$ cat config.mk
export PLATFORM = sky130hd
export DESIGN_NAME = lsu_byte_seq
export DESIGN_NICKNAME = d
export VERILOG_FILES = /design/src/rtl/lsu_byte_seq.sv
export SDC_FILE = /design/constraint.sdc
export NUM_CORES = 1
export LEC_CHECK = 0
export BUFFER_PORTS_ARGS = -buffer_cell sky130_fd_sc_hd__buf_2
export CAP_MARGIN = 15
export CORE_UTILIZATION = 45
export CTS_CLUSTER_DIAMETER = 30
export DETAILED_ROUTE_END_ITERATION = 6
export PLACE_DENSITY = 0.76
export SYNTH_ARGS = -nofsm -noshare
export SYNTH_HDL_FRONTEND = slang
export SYNTH_SLANG_ARGS = --single-unit
$ cat constraint.sdc
create_clock -name clk -period 2.5 [get_ports clk]
set_input_delay 0.5 -clock clk [delete_from_list [all_inputs] [get_ports clk]]
set_output_delay 0.5 -clock clk [all_outputs]
set_load 0.01 [all_outputs]
$ cat src/rtl/lsu_byte_seq.sv
// ============================================================================
// lsu_byte_seq : MEM-stage load/store sequencer over a byte-wide memory port
// Rev 1.0
// ============================================================================
`default_nettype none

module lsu_byte_seq #(
  parameter int EXT_WIDTH  = 32,
  parameter int DATA_WIDTH = 8
) (
  input  logic                 clk,
  input  logic                 rst_n,
  input  logic                 req_valid,
  input  logic                 req_we,
  input  logic [1:0]           req_size,
  input  logic                 req_unsigned,
  input  logic [EXT_WIDTH-1:0] req_addr,
  input  logic [EXT_WIDTH-1:0] req_wdata,
  output logic                 busy,
  output logic                 rsp_valid,
  output logic [EXT_WIDTH-1:0] rsp_rdata,
  output logic [EXT_WIDTH-1:0] mem_A,
  output logic [EXT_WIDTH-1:0] mem_WD,
  output logic                 mem_WE,
  input  logic [EXT_WIDTH-1:0] mem_RD
);

  localparam logic [1:0] S_IDLE   = 2'd0;
  localparam logic [1:0] S_ACCESS = 2'd1;
  localparam logic [1:0] S_RESP   = 2'd2;

  logic [1:0]           state_q, state_d;
  logic                 we_q, we_d;
  logic [1:0]           size_q, size_d;
  logic                 uns_q, uns_d;
  logic [EXT_WIDTH-1:0] addr_q, addr_d;
  logic [EXT_WIDTH-1:0] wdata_q, wdata_d;
  logic [EXT_WIDTH-1:0] buf_q, buf_d;
  logic [1:0]           idx_q, idx_d;
  logic [1:0]           last_q, last_d;

  logic [DATA_WIDTH-1:0] wr_byte;
  logic                  sign_b, sign_h;
  logic                  unused_rd;

  assign unused_rd = ^mem_RD[EXT_WIDTH-1:DATA_WIDTH];

  // State and datapath registers
  always_ff @(posedge clk or negedge rst_n) begin
    if (!rst_n) begin
      state_q <= S_IDLE;
      we_q    <= 1'b0;
      size_q  <= 2'b00;
      uns_q   <= 1'b0;
      addr_q  <= '0;
      wdata_q <= '0;
      buf_q   <= '0;
      idx_q   <= 2'd0;
      last_q  <= 2'd0;
    end else begin
      state_q <= state_d;
      we_q    <= we_d;
      size_q  <= size_d;
      uns_q   <= uns_d;
      addr_q  <= addr_d;
      wdata_q <= wdata_d;
      buf_q   <= buf_d;
      idx_q   <= idx_d;
      last_q  <= last_d;
    end
  end

  always_comb begin
    state_d = state_q;
    unique case (state_q)
      S_IDLE:   if (req_valid) state_d = S_ACCESS;
      S_ACCESS: if (idx_q == last_q) state_d = S_RESP;
      S_RESP:   state_d = S_IDLE;
      default:  state_d = S_IDLE;
    endcase
  end

  // last_q holds n-1; reserved size 2'b11 is handled as a word
  always_comb begin
    we_d    = we_q;
    size_d  = size_q;
    uns_d   = uns_q;
    addr_d  = addr_q;
    wdata_d = wdata_q;
    buf_d   = buf_q;
    idx_d   = idx_q;
    last_d  = last_q;
    if (state_q == S_IDLE && req_valid) begin
      we_d    = req_we;
      size_d  = req_size;
      uns_d   = req_unsigned;
      addr_d  = req_addr;
      wdata_d = req_wdata;
      buf_d   = '0;
      idx_d   = 2'd0;
      case (req_size)
        2'b00:   last_d = 2'd0;
        2'b01:   last_d = 2'd1;
        default: last_d = 2'd3;
      endcase
    end else if (state_q == S_ACCESS) begin
      idx_d = idx_q + 2'd1;
      if (!we_q) buf_d[{idx_q, 3'b000} +: DATA_WIDTH] = mem_RD[DATA_WIDTH-1:0];
    end
  end

  assign wr_byte = wdata_q[{idx_q, 3'b000} +: DATA_WIDTH];
  assign sign_b  = buf_q[DATA_WIDTH-1] & ~uns_q;
  assign sign_h  = buf_q[2*DATA_WIDTH-1] & ~uns_q;

  always_comb begin
    busy      = 1'b0;
    rsp_valid = 1'b0;
    rsp_rdata = '0;
    mem_A     = '0;
    mem_WD    = '0;
    mem_WE    = 1'b0;
    unique case (state_q)
      S_IDLE: busy = req_valid & rst_n;
      S_ACCESS: begin
        busy   = 1'b1;
        mem_A  = addr_q + EXT_WIDTH'(idx_q);
        mem_WE = we_q;
        if (we_q) mem_WD = {{(EXT_WIDTH-DATA_WIDTH){1'b0}}, wr_byte};
      end
      S_RESP: begin
        rsp_valid = 1'b1;
        if (!we_q) begin
          case (size_q)
            2'b00:   rsp_rdata = {{(EXT_WIDTH-DATA_WIDTH){sign_b}}, buf_q[DATA_WIDTH-1:0]};
            2'b01:   rsp_rdata = {{(EXT_WIDTH-2*DATA_WIDTH){sign_h}}, buf_q[2*DATA_WIDTH-1:0]};
            default: rsp_rdata = buf_q;
          endcase
        end
      end
      default: ;
    endcase
  end

endmodule

`default_nettype wire

Word level (Yosys, flattened, before mapping)
Index checks and enable logic that the tools add are counted.

Input bits: 103. Register bits after elaboration: 106. RAM bits: 0. Memory bits (read-only): 0. Output and inout bits: 99. Memories kept: 0. Bits in latches: 0. Word-level logic and storage cells: 53.

Shift-type cells: 3. Add/sub/neg operators: 3. Multipliers: 0. Order comparisons: 0. Mux-type cells: 19. Divide/modulo/power cells: 0. Reductions and logical operators: 7. Bitwise operators: 4. Equal/unequal tests: 8.

Operator list (count): 32-bit 2-to-1 mux (6); 32-bit case mux with 2 select lines (1); 32-bit by 2-bit adder with 32-bit output (1); 32-bit bitwise mux (1); 8-bit by 7-bit variable shift with 32-bit output, first input constant (1); 32-bit by 6-bit variable part select with 8-bit output (1); 8-bit by 7-bit variable part select with 32-bit output (1); 8-bit 2-to-1 mux (2); 2-bit 2-to-1 mux (4); 2-bit case mux with 2 select lines (2); 5-bit negator with 7-bit output (1); 2-bit by 1-bit == test with 1-bit output, second input constant (3); 2-bit zero test (3); 2-bit inequality test, second input constant (2); 2-bit AND reduction (2); 1-bit bitwise AND (3); 2-bit by 1-bit adder with 2-bit output, second input constant (1); 2-bit == test (1); 2-bit == test, second input constant (1); 1-bit 2-to-1 mux (2); 2-bit by 1-bit inequality test with 1-bit output, second input constant (1); 1-bit case mux with 2 select lines (1); 2-bit nonzero test (1); 1-bit logical AND (1); 1-bit NOT (1).

Logic depth before layout (Yosys ltp)
Depth after elaboration: 6. Mapped depth: 9. Depth with buffers taken out: 6.

Worst setup path before layout
OpenSTA, ideal clock, no wires.

Path type: register to output. Start: register idx_q[0]. End: output mem_A[10]. Buffers on the path: 2. Setup slack: -49 ps. Data required time: 2000 ps. Stages on the path, launching flop included: 9. Arrival: 2049 ps. Cells stage by stage: dfrtp_1 ha_1 fa_1 nand4_1 clkbuf_1 clkbuf_1 nor3_1 xnor2_1 nor2_1.

Cells in the longest elaborated chain, start to end: 2.

Ends and longest elaborated chain: from (decl) (RTL line 39) `logic [1:0] idx_q, idx_d;`; from (signal assigned) (RTL line 68) `idx_q <= idx_d;`; 32-bit by 2-bit adder with 32-bit output (RTL line 127) `mem_A = addr_q + EXT_WIDTH'(idx_q);`; 32-bit 2-to-1 mux (RTL line 123) `unique case (state_q)`; to (decl) (RTL line 22) `output logic [EXT_WIDTH-1:0] mem_A,`.

Every way passes these cells.

Final worst setup path
Start: register addr_q[8]. End: output mem_A[26].

Cells in the longest elaborated chain, start to end: 2.

Ends and longest elaborated chain: from (decl) (RTL line 36) `logic [EXT_WIDTH-1:0] addr_q, addr_d;`; from (signal assigned) (RTL line 65) `addr_q <= addr_d;`; 32-bit by 2-bit adder with 32-bit output (RTL line 127); 32-bit 2-to-1 mux (RTL line 123).

Every way passes these cells.

==> impl_results.md <==
- Status: complete, but fails checks
- CP top delay family: simple AND/OR/NAND/NOR gates
- Flops & latches, synth: 106
- Die width: 115 um
- Hold WC Path Type: input pin to asynchronous set/reset pin
- Critical-path top delay cell: or4b_4
- Initial cell density of the core: 45.9%
- CP Max Fanout: 6
- Wire per inst: 14.6 um
- Yosys warning total: 0
- Crit start category: flip-flop
- Worst Path Buf+Inv: 2
- CP cell instances: nand4_4 > or4b_4 > buf_6 > or4_4 > a21oi_2 > buf_2
- Pins over their slew limit: 0
- FMAX: 345 MHz
- Endpoints failing setup: 23
- Relative slew slack: 54.8%
- Pwr/cell area: 1030 mW/mm^2
- Yosys cell types: 44
- Drt total wl: 15200 um
- Total power: 7800 uW
- Critical Path RT: 2000 ps
- Vias in the first global route: 4907
- Final hold violations: 0
- Sequential share of power: 36.4%
- P_int: 4680 uW
- Seq/Total Area, Yosys: 46.0%
- Final instance area: 0.00760 mm^2
- Top cell type's share of synthesized area: 46.0%
- Synth area leader: dfrtp_1
- Boundary Pins: 202
- Logic pwr share: 45.5%
- Post-Place Cells: 1012
- Hold_ws: 263 ps
- Standard-cell rows: 41
- Final Cycle Share: 116%
- Global route total overflow: 0
- Inserted Clock Buffers: 9
- Clk buf depth: 2
- Die Y-Extent: 115 um
- Worst-Skew Late Latency: 350 ps
- Placed cell area: 0.00690 mm^2
- Synthesized area per cell: 8.50 um^2
- First-pass GRT wire length: 23900 um
- Post-Layout Cell Count: 1045
- Detail Placement HPWL: 10200 um
- Maximum number of pins on one net before global-route repair: 107
- Total Die Area: 0.0133 mm^2
- Max IR drop VDD: 0.000492 V
- Fin crit period: 2900 ps
- Max H-tree Level: 3
- Core Region: 0.0126 mm^2
- Layout cells sized above 1: 32.7%
- CTS clk-pin slew, worst paths: 60 ps
- Pre-CTS setup slack: -83.0 ps
- Static Leakage: 0.00392 uW
- DRT iter0 DRCs: 283
- Fraction of registers with async set/reset: 100%
- TritonCTS clock tree: done
- CTS sink cnt: 106
- Via count: 5315
- EDFF count, synth: 0
- CTS Root Cell: clkbuf_16
- Violations in the final reports: negative setup slack
- Fin Clk Skew: 6.00 ps
- Ys flop type: dfrtp_1
- DR vias/cell: 5.09
- Gpl congestion: 0.834
- Mapped cell area: 0.00577 mm^2
- MaxCap Viol Count: 0
- Port-buffer cells: 153
- Critical Path AT: 2400 ps
- Tightest Pin Transition: 677 ps
- CP Class: flip-flop to output port
- Net Switching: 3120 uW
- Gr usage total: 23.4%
- Mapped Cells: 679
- # fillers: 1092
- Critical Path Max Stage Delay: 600 ps
- Antenna violations before repair: 1
- RSZ-0062 raised after global routing: yes
- Area grow syn2layout: 31.7%
- # DRC: 0
- Final ANT Viol Nets: 0
- Clock power share: 18.1%
- Pre-antenna DRT Iters: 4
- Fin worst setup slack: -397 ps
- Sw Ratio: 40.0%
- Nets: 978
- Worst setup EP type: output port
- Synth area leaders: dfrtp_1, nand2_1, a22o_1
synth_stat cells, drive strengths merged (2+ instances only):
cell	count
nor3	6
o21ai	31
a22o	25
mux4	8
ha	6
xor2	3
inv	26
nor4b	2
nand2	227
or4b	2
nand3	9
dfrtp	106
and4	2
and3	12
nand4	5
mux2i	4
nor4	7
a21o	4
and2	12
a21oi	41
o31ai	11
buf	35
nor2b	4
or4	12
nand3b	4
clkbuf	33
nor2	15
xnor2	11
nand2b	6
or3	4
worst paths after layout:
check | to | startpoint | slack, ps | cells past startpoint
max | mem_A[26] | addr_q[8] | -400 | 6
min | buf_q[16] | rst_n | 260 | 2
max reg2reg | buf_q[11] | idx_q[1] | 410 | 8
min reg2reg | wdata_q[18] | wdata_q[18] | 470 | 2
max in group asynchronous | wdata_q[0] | rst_n | 1830 | 2
min in group clk | addr_q[31] | req_addr[31] | 330 | 3
state kept, by name, summed over array words and instances, names as in the netlist:
name and flops:
size_q 2, we_q 1, buf_q 32, uns_q 1
last_q 2, addr_q 32, idx_q 2, wdata_q 32
state_q 2
power by group through the flow:
stage          logic, uW  clock network [uW]  registers [uW]
6_report            3550                1410            2840
5_1_grt             3960                1530            2930
4_1_cts             3460                1440            2810
3_5_place_dp        3350                   0            2830
3_3_place_gp        3290                   0            2800
2_1_floorplan       2140                   0            2770
cell usage in the layout, fill, tap and decap left out, types with 6 or more instances in the layout:
| cell type | count |
|---|---|
| and2_1 | 12 |
| a22o_1 | 25 |
| conb_1 | 24 |
| buf_2 | 152 |
| buf_4 | 56 |
| inv_1 | 26 |
| mux4_2 | 8 |
| dfrtp_1 | 106 |
| nor2_1 | 14 |
| nand2b_1 | 6 |
| clkbuf_16 | 9 |
| o21ai_0 | 30 |
| nand3_1 | 9 |
| buf_6 | 14 |
| xnor2_1 | 9 |
| and3_1 | 12 |
| nand2_1 | 227 |
| a21oi_1 | 34 |
| or4_1 | 9 |
| o31ai_1 | 8 |
| a21oi_2 | 7 |
cell families after synthesis:
| group | after synthesis | synth area share, % |
|---|---|---|
| AOI/OAI and AO/OA | 113 | 12.1 |
| xor gates and xnor gates | 14 | 2.12 |
| adders and majority gates | 7 | 1.65 |
| buffers and inverters | 94 | 7.83 |
| DFF | 106 | 46.0 |
| muxes | 12 | 3.82 |
| other | 1 | 0.0650 |
| and+or+nand+nor | 332 | 26.4 |
cell type report:
type | count | area, um^2 | share of cell area (%)
inverters | 26 | 97.6 | 1.28
repair buffers | 223 | 1360 | 17.9
clock buffers | 10 | 239 | 3.14
well taps | 172 | 215 | 2.83
diodes | 1 | 2.50 | 0.0329
flip-flops and latches | 106 | 2650 | 34.9
multi-input cells | 502 | 2980 | 39.2
clock inverters | 5 | 55.1 | 0.724
per-layer routing:
| metal | global-route usage, % | vias to the layer above | share of wire, % |
|---|---|---|---|
| li1 | - | 2607 | - |
| met5 | 0 | - | 0 |
| met1 | 31.8 | 2521 | 45 |
| met3 | 5.17 | 23 | 5.2 |
| met2 | 37.3 | 164 | 48 |
| met4 | 7.88 | 0 | 2.0 |
timing repair:
action,CTS,global route
gates cloned,1,0
hold endpoints to repair,0,0
setup endpoints to repair,48,37
hold buffers,0,0
buffers inserted,11,8
resized for setup,39,24
pin swaps,22,17
metrics by stage:
| step | TNS (ps) | utilization (%) |
|---|---|---|
| 2_1_floorplan | 0 | - |
| 3_3_place_gp | -120 | 54.9 |
| 3_5_place_dp | -250 | 54.9 |
| 4_1_cts | -6690 | 59.3 |
| 5_1_grt | -8740 | 60.5 |
| 6_report | -6570 | 60.5 |
Note: power is estimated with default switching activity, not from simulation.
